### src/rtl/edgedetector_filt.sv
// Per-channel synchroniser, stability filter, edge pulses, sticky flags and maskable irq.
// Latency: input to level/edge pulse is SYNC_STAGES+FILT_CYCLES-1 edges after capture; flag +1.
// No backpressure: inputs are sampled every cycle and outputs are never stalled.
module edgedetector_filt #(
  parameter  int WIDTH       = 1,
  parameter  int SYNC_STAGES = 2,
  parameter  int FILT_CYCLES = 4,
  localparam int CNT_W       = $clog2(FILT_CYCLES + 1)
) (
  input  logic             clk,
  input  logic             n_rst,
  input  logic [WIDTH-1:0] signal,
  input  logic [WIDTH-1:0] pos_en,
  input  logic [WIDTH-1:0] neg_en,
  input  logic [WIDTH-1:0] clear,
  output logic [WIDTH-1:0] level,
  output logic [WIDTH-1:0] pos_edge,
  output logic [WIDTH-1:0] neg_edge,
  output logic [WIDTH-1:0] pos_flag,
  output logic [WIDTH-1:0] neg_flag,
  output logic             irq
);

  localparam logic [CNT_W-1:0] CNT_MAX = CNT_W'(FILT_CYCLES - 1);

  logic [SYNC_STAGES-1:0][WIDTH-1:0] r_sync;
  logic [WIDTH-1:0][CNT_W-1:0]       r_cnt;
  logic [WIDTH-1:0]                  r_level;
  logic [WIDTH-1:0]                  r_pos_edge;
  logic [WIDTH-1:0]                  r_neg_edge;
  logic [WIDTH-1:0]                  r_pos_flag;
  logic [WIDTH-1:0]                  r_neg_flag;

  logic [WIDTH-1:0]                  w_sync;
  logic [WIDTH-1:0]                  w_mismatch;
  logic [WIDTH-1:0]                  w_accept;

  assign w_sync     = r_sync[SYNC_STAGES-1];
  assign w_mismatch = w_sync ^ r_level;

  // A channel accepts its new level once the mismatch has lasted FILT_CYCLES evaluations.
  always_comb begin
    w_accept = '0;
    for (int i = 0; i < WIDTH; i++) begin
      w_accept[i] = w_mismatch[i] && (r_cnt[i] == CNT_MAX);
    end
  end

  // Synchroniser chain: stage 0 captures the raw input, last stage feeds the filter.
  always_ff @(posedge clk or negedge n_rst) begin
    if (!n_rst) begin
      r_sync <= '0;
    end else begin
      r_sync[0] <= signal;
      for (int s = 1; s < SYNC_STAGES; s++) begin
        r_sync[s] <= r_sync[s-1];
      end
    end
  end

  // Stability counter: any return to the accepted level restarts the count from zero.
  always_ff @(posedge clk or negedge n_rst) begin
    if (!n_rst) begin
      r_cnt <= '0;
    end else begin
      for (int i = 0; i < WIDTH; i++) begin
        if (!w_mismatch[i] || w_accept[i]) begin
          r_cnt[i] <= '0;
        end else begin
          r_cnt[i] <= r_cnt[i] + CNT_W'(1);
        end
      end
    end
  end

  // Accepted level and its edge pulses update together, so a pulse coincides with the new level.
  always_ff @(posedge clk or negedge n_rst) begin
    if (!n_rst) begin
      r_level    <= '0;
      r_pos_edge <= '0;
      r_neg_edge <= '0;
    end else begin
      r_level    <= r_level ^ w_accept;
      r_pos_edge <= w_accept & w_sync;
      r_neg_edge <= w_accept & ~w_sync;
    end
  end

  // Sticky flags: an enabled edge sets, clear drops; a coincident set beats the clear.
  always_ff @(posedge clk or negedge n_rst) begin
    if (!n_rst) begin
      r_pos_flag <= '0;
      r_neg_flag <= '0;
    end else begin
      r_pos_flag <= (r_pos_flag & ~clear) | (r_pos_edge & pos_en);
      r_neg_flag <= (r_neg_flag & ~clear) | (r_neg_edge & neg_en);
    end
  end

  assign level    = r_level;
  assign pos_edge = r_pos_edge;
  assign neg_edge = r_neg_edge;
  assign pos_flag = r_pos_flag;
  assign neg_flag = r_neg_flag;
  // OR of flops only, so the interrupt line cannot glitch.
  assign irq      = |(r_pos_flag | r_neg_flag);

endmodule
### config.mk
export PLATFORM = sky130hd
export DESIGN_NAME = edgedetector_filt
export DESIGN_NICKNAME = d
export VERILOG_FILES = /design/src/rtl/edgedetector_filt.sv
export SDC_FILE = /design/constraint.sdc
export NUM_CORES = 1
export LEC_CHECK = 0
export CORE_AREA = 4 4 41 43
export CTS_BUF_LIST = sky130_fd_sc_hd__clkbuf_8 sky130_fd_sc_hd__clkbuf_16
export DETAILED_ROUTE_END_ITERATION = 7
export DIE_AREA = 0 0 45 47
export GPL_TIMING_DRIVEN = 0
export SLEW_MARGIN = 15
export SYNTH_ARGS = -nofsm -noshare
export SYNTH_HDL_FRONTEND = slang
export SYNTH_SLANG_ARGS = --single-unit
### constraint.sdc
create_clock -name clk -period 2.5 [get_ports clk]
set_input_delay 0.75 -clock clk [delete_from_list [all_inputs] [get_ports clk]]
set_output_delay 0.75 -clock clk [all_outputs]
set_load 0.01 [all_outputs]
## Word level (Yosys, flattened, before mapping)

Cells that the tools add are included.

- Bits in registers: 10
- Input bits: 6
- Output and inout port bits: 6
- Logic and storage cells: 27

- Add/sub/neg operators: 1
- Equality and inequality tests: 1
- Muxes and demuxes: 1
- Bitwise logic cells: 13
- Reductions and logical operators: 3

Operator list:

| cell | number |
|---|---|
| $and A1 B1 Y1 | 6 |
| $add A3 B1 Y3 const B | 1 |
| $eq A3 B2 Y1 const B | 1 |
| $mux W3 | 1 |
| $or A1 B1 Y1 | 3 |
| $not A1 Y1 | 2 |
| $xor A1 B1 Y1 | 2 |
| $logic_and A1 B1 Y1 | 1 |
| $logic_not A1 Y1 | 1 |
| $logic_or A1 B1 Y1 | 1 |

## Longest topological paths before layout

Gate-level depths: netlist of the first run.

- Depth in word-level cells: 4
- Gate-level depth with buffers: 4
- Gate-level depth less buffers: 4

## Worst setup path after synthesis of the first run

No wires, ideal clock.

- Path type: register to output
- Start point: reg r_neg_flag (netlist: neg_flag)
- End point: out irq
- Arrival time: 0.544 ns
- Path slack: 1.206 ns
- Stages on the path, launching flop included: 3
- Path buffers: 0
- Path through: dfrtp_1 inv_1 nand2_1

- Longest elaborated chain between the ends: 1

RTL lines:

| item | line | source |
|---|---|---|
| start: declaration | 32 | `logic [WIDTH-1:0] r_neg_flag;` |
| start signal: assignment | 96 | `r_neg_flag <= (r_neg_flag & ~clear) \| (r_neg_edge & neg_en);` |
| $or A1 B1 Y1 | 106 | `assign irq = \|(r_pos_flag \| r_neg_flag);` |
| end: declaration | 21 | `output logic irq` |

Every way passes these cells.

## Final worst setup path of the first run

- Start point: reg r_pos_flag (netlist: pos_flag)
- End point: out irq

- Longest elaborated chain between the ends: 1

RTL lines:

| item | line | source |
|---|---|---|
| start: declaration | 31 | `logic [WIDTH-1:0] r_pos_flag;` |
| start signal: assignment | 95 | `r_pos_flag <= (r_pos_flag & ~clear) \| (r_pos_edge & pos_en);` |
| $or A1 B1 Y1 | 106 |  |

Every way passes these cells.

==> results.cfg, run 1 <==
[flow_run]
maxCapViolations = 0

[floorplanning]
floorplan.initialDensity_pct = 27.9
die_area_mm2 = 0.00212
die_w_um = 45
coreArea_mm2 = 0.00130
placement_rows = 13
vertical_extent_of_the_die_um = 47
top_level_ports = 12

[setup_path]
slowest_stage = sky130_fd_sc_hd__clkdlybuf4s50_1
critical_path.cell_chain = inv_1 > nand2_1 > clkdlybuf4s50_1
critPathLaunchType = flip-flop
timing.setup.critical_path_class = flip-flop to output port
worst-endpoint-required_ps = 1750
rr_endpoint = r_cnt[0]$_DFF_PN0_
r2r-start = r_cnt[0]$_DFF_PN0_
r2r_slack_ps = 1370
critPathMaxStageDelay_ps = 530
worst-r2r-cell-count = 3
timing.critical_path.arrival_ps = 1200
worstSetupEndpointType = output port
crit_path_max_fanout = 2

[synthesis]
yosys_most_used_dff = sky130_fd_sc_hd__dfrtp_1
synth_top_area_share_pct = 69.0
synth-async-reset-ratio_pct = 100
yosys.cell_count.top_type = sky130_fd_sc_hd__dfrtp_1
yosysWarnings = 0
synth_edf_count = 0
synth-seq-cells = 10
synth_largest_area_cell = sky130_fd_sc_hd__dfrtp_1
ys_seq_area_share_pct = 69.0
synthesis.area_per_instance_um2 = 12.5
top_cells_by_area_in_the_synthesized_netlist = sky130_fd_sc_hd__dfrtp_1, sky130_fd_sc_hd__ha_1, sky130_fd_sc_hd__o21ai_0
synth_top_cells_by_count = sky130_fd_sc_hd__dfrtp_1, sky130_fd_sc_hd__inv_1, sky130_fd_sc_hd__nand2_1
number_of_different_library_cells_in_the_post_synthesis_netlist = 10
synth_fp_nets = 37
post_synth_design_cell_area_um2 = 363
netlist_instances = 29

[sta]
final_cycle_utilization_of_the_critical_path_pct = 78.0
slew_headroom_pct = 72.3
timing_max_transition_violations_final = 0
setup_violations = 0
worst_pin_slew_ps = 415
fin_setup_tns_ps = 0
finalHoldViolations = 0
grt_setup_unrepaired = no
timing.hold.ws_ps = 346
final_critical_path_setup_slack_ps = 550
min_period_ps = 1950
worst_clock_skew_ps = 4.80
fmax_mhz = 513

[routing]
drt_iter0_markers = 3
detail_route.first_pass.iterations = 2
routed_wire_length_per_instance_um = 9.56
num_vias = 247
postRouteAntennaNets = 0
drt_wl_total_um = 564
vias_per_cell = 4.19
remaining_drc_errors = 0

[finish]
area_growth_pct = 50.7
utilization_pct = 42.0
finish.cell_count_without_fillers = 59
fill_cells = 125
post_route_cells_drive_above_1_share_pct = 11.4
nNetsFinal = 53
multiInputGateArea_um2 = 97.6
regArea_um2 = 250
antenna_cells = 0
final_design_area_no_fill_um2 = 547

[hold_path]
capture_endpoint_of_the_worst_hold_path = w_sync$_DFF_PN0_
hold_path.class = flip-flop to flip-flop
hold_path_depth = 0
min_from = r_sync[0]$_DFF_PN0_

[placed_design]
place_hpwl_um = 428
place.gp.congestion = 0.594
place_worst_setup_slack_ps = 803
io_buffers = 11
numPlacedInstances = 55
placed_cell_area_um2 = 492

[clock_tree]
cts-root-to-sink-buffers = 2
cts-buffers-inserted = 3
cts_htree_levels = 1
clockRootBuffer = sky130_fd_sc_hd__clkbuf_8
tritoncts = built
cts_hold_buffers = 0
clkSinkCount = 10
clk-insertion-delay-late_ps = 230
cts.repair_timing.setup_buffer_count = 0
post_cts_resize_count = 0
clk_pin_slew_ps = 50

[power_and_ir_drop]
worst_ir_drop_vdd_mv = 0.400
total_leakage_power_nw = 0.247
totalPowerFinal_uw = 511
p_per_area_mw_per_mm2 = 935

[global_routing]
grt_first_pass_wirelength_um = 979
grt_util_all_layers_pct = 7.14
via_count_of_the_first_global_routing_pass = 221
grt_overflow = 0
grt_max_degree = 11
antenna_found_initial = 0

[outcome]
status = finished clean
## flip-flops by register name, summed over array words and instances (netlist names), named ones only
| signal | cells |
|---|---|
| r_sync | 1 |
| neg_flag | 1 |
| pos_flag | 1 |
| w_sync | 1 |
| r_cnt | 3 |
| neg_edge | 1 |
| pos_edge | 1 |
## placed cells by master, fill, tap and decap left out, drive strengths merged
| cell type | n |
|---|---|
| clkdlybuf4s50 | 11 |
| dfrtp | 10 |
| inv | 4 |
| nand2 | 4 |
| clkbuf | 4 |
| o21ai | 3 |
| nor3 | 2 |
| ha | 2 |
| nor3b | 2 |
| xnor2 | 1 |
| nor2 | 1 |
## routing by layer
layer | wire (um) | global-route usage, % | part of all wire [%] | vias to the layer above
li1 | - | - | - | 121
met1 | 234 | 7.86 | 41 | 108
met2 | 214 | 8.47 | 38 | 16
met3 | 104 | 5.36 | 18 | 2
met4 | 11 | 7.02 | 2.0 | 0
met5 | 0 | 0 | 0 | -
## how the worst max path moves through the flow
stage | start | to | slack [ps] | depth (start not counted)
detailed placement | pos_flag$_DFF_PN0_ | irq | 800 | 3
global route | pos_flag$_DFF_PN0_ | irq | 480 | 3
CTS | flip-flop | level | 550 | 1
global placement | flip-flop | level | 800 | 1
floorplan | neg_flag$_DFF_PN0_ | irq | 1210 | 2
finish | pos_flag$_DFF_PN0_ | irq | 550 | 3
## cell families after synthesis
kind of cell	Yosys count	share of synthesized area [%]
DFF	10	69.0
and+or+nand+nor	9	13.4
buffers and inverters	4	4.14
AOI/OAI and AO/OA	3	4.14
adders and majority gates	2	6.90
xor gates and xnor gates	1	2.41
## worst max-delay path: cells and delay by family, from the launching register on
family        cells  cell delay [ps]
buf+inv           2              580
flops             1              340
simple gates      1               50
## final cells by class
| type | count | share of cell area [%] |
|---|---|---|
| Sequential cell | 10 | 45.8 |
| Inverter | 4 | 2.75 |
| Tap cell | 15 | 3.43 |
| Multi-Input combinational cell | 15 | 17.8 |
| Timing Repair Buffer | 11 | 20.1 |
| Clock buffer | 4 | 10.1 |
## power by group
part | switching (mW) | internal (mW)
registers | 0.0180 | 0.192
logic | 0.0456 | 0.0577
clock network | 0.0594 | 0.138
total | 0.123 | 0.388
No activity file was read; power rests on OpenSTA's default activity.
==> run 2: changes to the inputs <==
==> constraint.sdc (replaced) <==
create_clock -name clk -period 1.65 [get_ports clk]
set_input_delay 0.495 -clock clk [delete_from_list [all_inputs] [get_ports clk]]
set_output_delay 0.495 -clock clk [all_outputs]
set_load 0.01 [all_outputs]
==> results.cfg, run 2 (same netlist as run 1, synthesis figures left out) <==
[clock_tree]
clkSinkCount = 10
clk-insertion-delay-late_ps = 230
cts_htree_levels = 1
cts-buffers-inserted = 3
tritoncts = built
clk_pin_slew_ps = 50
cts_hold_buffers = 0
cts.repair_timing.setup_buffer_count = 0
clockRootBuffer = sky130_fd_sc_hd__clkbuf_8
cts-root-to-sink-buffers = 2

[global_routing]
grt_first_pass_wirelength_um = 979
grt_overflow = 0
global_route_met3_utilization_pct = 5.36
via_count_of_the_first_global_routing_pass = 221
grt_max_degree = 11
antenna_found_initial = 0
global_route.usage.met1_pct = 7.86
global_route.usage.met2_pct = 8.47
grt_busiest_layer = met2
grt_util_all_layers_pct = 7.14

[finish]
area_growth_pct = 50.7
final_common_cell = sky130_fd_sc_hd__dfrtp_1
final_cell_mix = sky130_fd_sc_hd__dfrtp_1, sky130_fd_sc_hd__clkdlybuf4s50_1, sky130_fd_sc_hd__inv_1, sky130_fd_sc_hd__nand2_1, sky130_fd_sc_hd__clkbuf_8
nNetsFinal = 53
antenna_cells = 0
fill_cells = 126
post_route_cells_drive_above_1_share_pct = 11.4
finish.cell_count_without_fillers = 59
largest_register_ff_count = 3
regMostFlops = r_cnt

[sta]
timing.hold.ws_ps = 346
grt_setup_unrepaired = no
final_cycle_utilization_of_the_critical_path_pct = 97.1
setup_violations = 0
worst_clock_skew_ps = 4.79
worst_pin_slew_ps = 415
timing_max_transition_violations_final = 0
min_period_ps = 1600
finalHoldViolations = 0
fin_setup_tns_ps = 0
fmax_mhz = 624
slew_headroom_pct = 72.3

[placed_design]
place_hpwl_um = 428
io_buffers = 11
numPlacedInstances = 55
place.gp.congestion = 0.594

[power_and_ir_drop]
p_per_area_mw_per_mm2 = 1400
total_leakage_power_nw = 0.273
worst_ir_drop_vdd_mv = 0.604

[setup_path]
path_buf_inv = 1
timing.critical_path.arrival_ps = 1110
worstSetupEndpointType = output port
critPathLaunchType = flip-flop
timing.setup.critical_path_class = flip-flop to output port
r2r-start = r_cnt[0]$_DFF_PN0_
worst-endpoint-required_ps = 1150
critPathMaxStageDelay_ps = 530
crit_path_max_fanout = 2
cpLargestDelayFamily = buffers and inverters
slowest_stage = sky130_fd_sc_hd__clkdlybuf4s50_1
critical_path.cell_chain = clkdlybuf4s50_1
critPathLaunch = pos_flag$_DFF_PN0_

[routing]
drt_iter0_markers = 3
num_vias = 247
remaining_drc_errors = 0
postRouteAntennaNets = 0
routed_wire_length_per_instance_um = 9.58
vias_per_cell = 4.19
detail_route.first_pass.iterations = 2
drt_wl_total_um = 565

[outcome]
status = finished clean

[floorplanning]
top_level_ports = 12
die_area_mm2 = 0.00212
coreArea_mm2 = 0.00130
vertical_extent_of_the_die_um = 47
floorplan.initialDensity_pct = 27.9
die_w_um = 45
placement_rows = 13

[flow_run]
maxCapViolations = 0

[hold_path]
hold_path.class = flip-flop to flip-flop
min_from = r_sync[0]$_DFF_PN0_
[run 2: changes by cell type in the layout (fill, tap and decap cells not counted)]
cell / before / now
sky130_fd_sc_hd__clkdlybuf4s50_1: 11 / 8
sky130_fd_sc_hd__dlygate4sd2_1: 0 / 2
sky130_fd_sc_hd__dlymetal6s2s_1: 0 / 1
[run 2: path summary, 6_finish.rpt]
check	slack, ps	cells past startpoint	endpoint
setup / recovery	50	1	pos_flag
min in group asynchronous	560	1	neg_flag$_DFF_PN0_
hold / removal	350	0	w_sync$_DFF_PN0_
max in group asynchronous	790	1	w_sync$_DFF_PN0_
hold reg to reg	350	0	w_sync$_DFF_PN0_
setup reg to reg	520	3	r_cnt[0]$_DFF_PN0_
[run 2: area by class of cell]
class / count / area [um^2] / share of cell area [%]
flip-flops and latches: 10 / 250 / 45.8
repair buffers: 11 / 110 / 20.1
multi-input cells: 15 / 97.6 / 17.8
clock buffers: 4 / 55.1 / 10.1
well taps: 15 / 18.8 / 3.43
inverters: 4 / 15.0 / 2.75
[run 2: what timing repair did]
action,in CTS,in global routing
gates cloned,0,0
pin swaps,0,0
setup endpoints to repair,2,1
endpoints found under the hold margin,0,0
gates resized for setup,2,1
[run 2: stage by stage]
step	setup slack [ps]	utilization (%)	area, um^2	total power [mW]
after floorplan	600	-	363	0.407
after global placement	209	37.8	492	0.478
after detailed placement	208	37.8	492	0.482
after CTS	43.1	41.8	544	0.776
after global routing	2.38	42.0	547	0.812
final	47.9	42.0	547	0.763
[run 2: power by group]
part / internal, mW / switching [mW]
logic: 0.0773 / 0.0690
clock network: 0.209 / 0.0900
registers: 0.291 / 0.0267
total: 0.578 / 0.186
[run 2: metal layers]
| layer | vias to the layer above | share of wire, % |
|---|---|---|
| met3 | 2 | 19 |
| met2 | 16 | 38 |
| met4 | 0 | 1.9 |
| li1 | 121 | - |
| met5 | - | 0 |
| met1 | 108 | 41 |
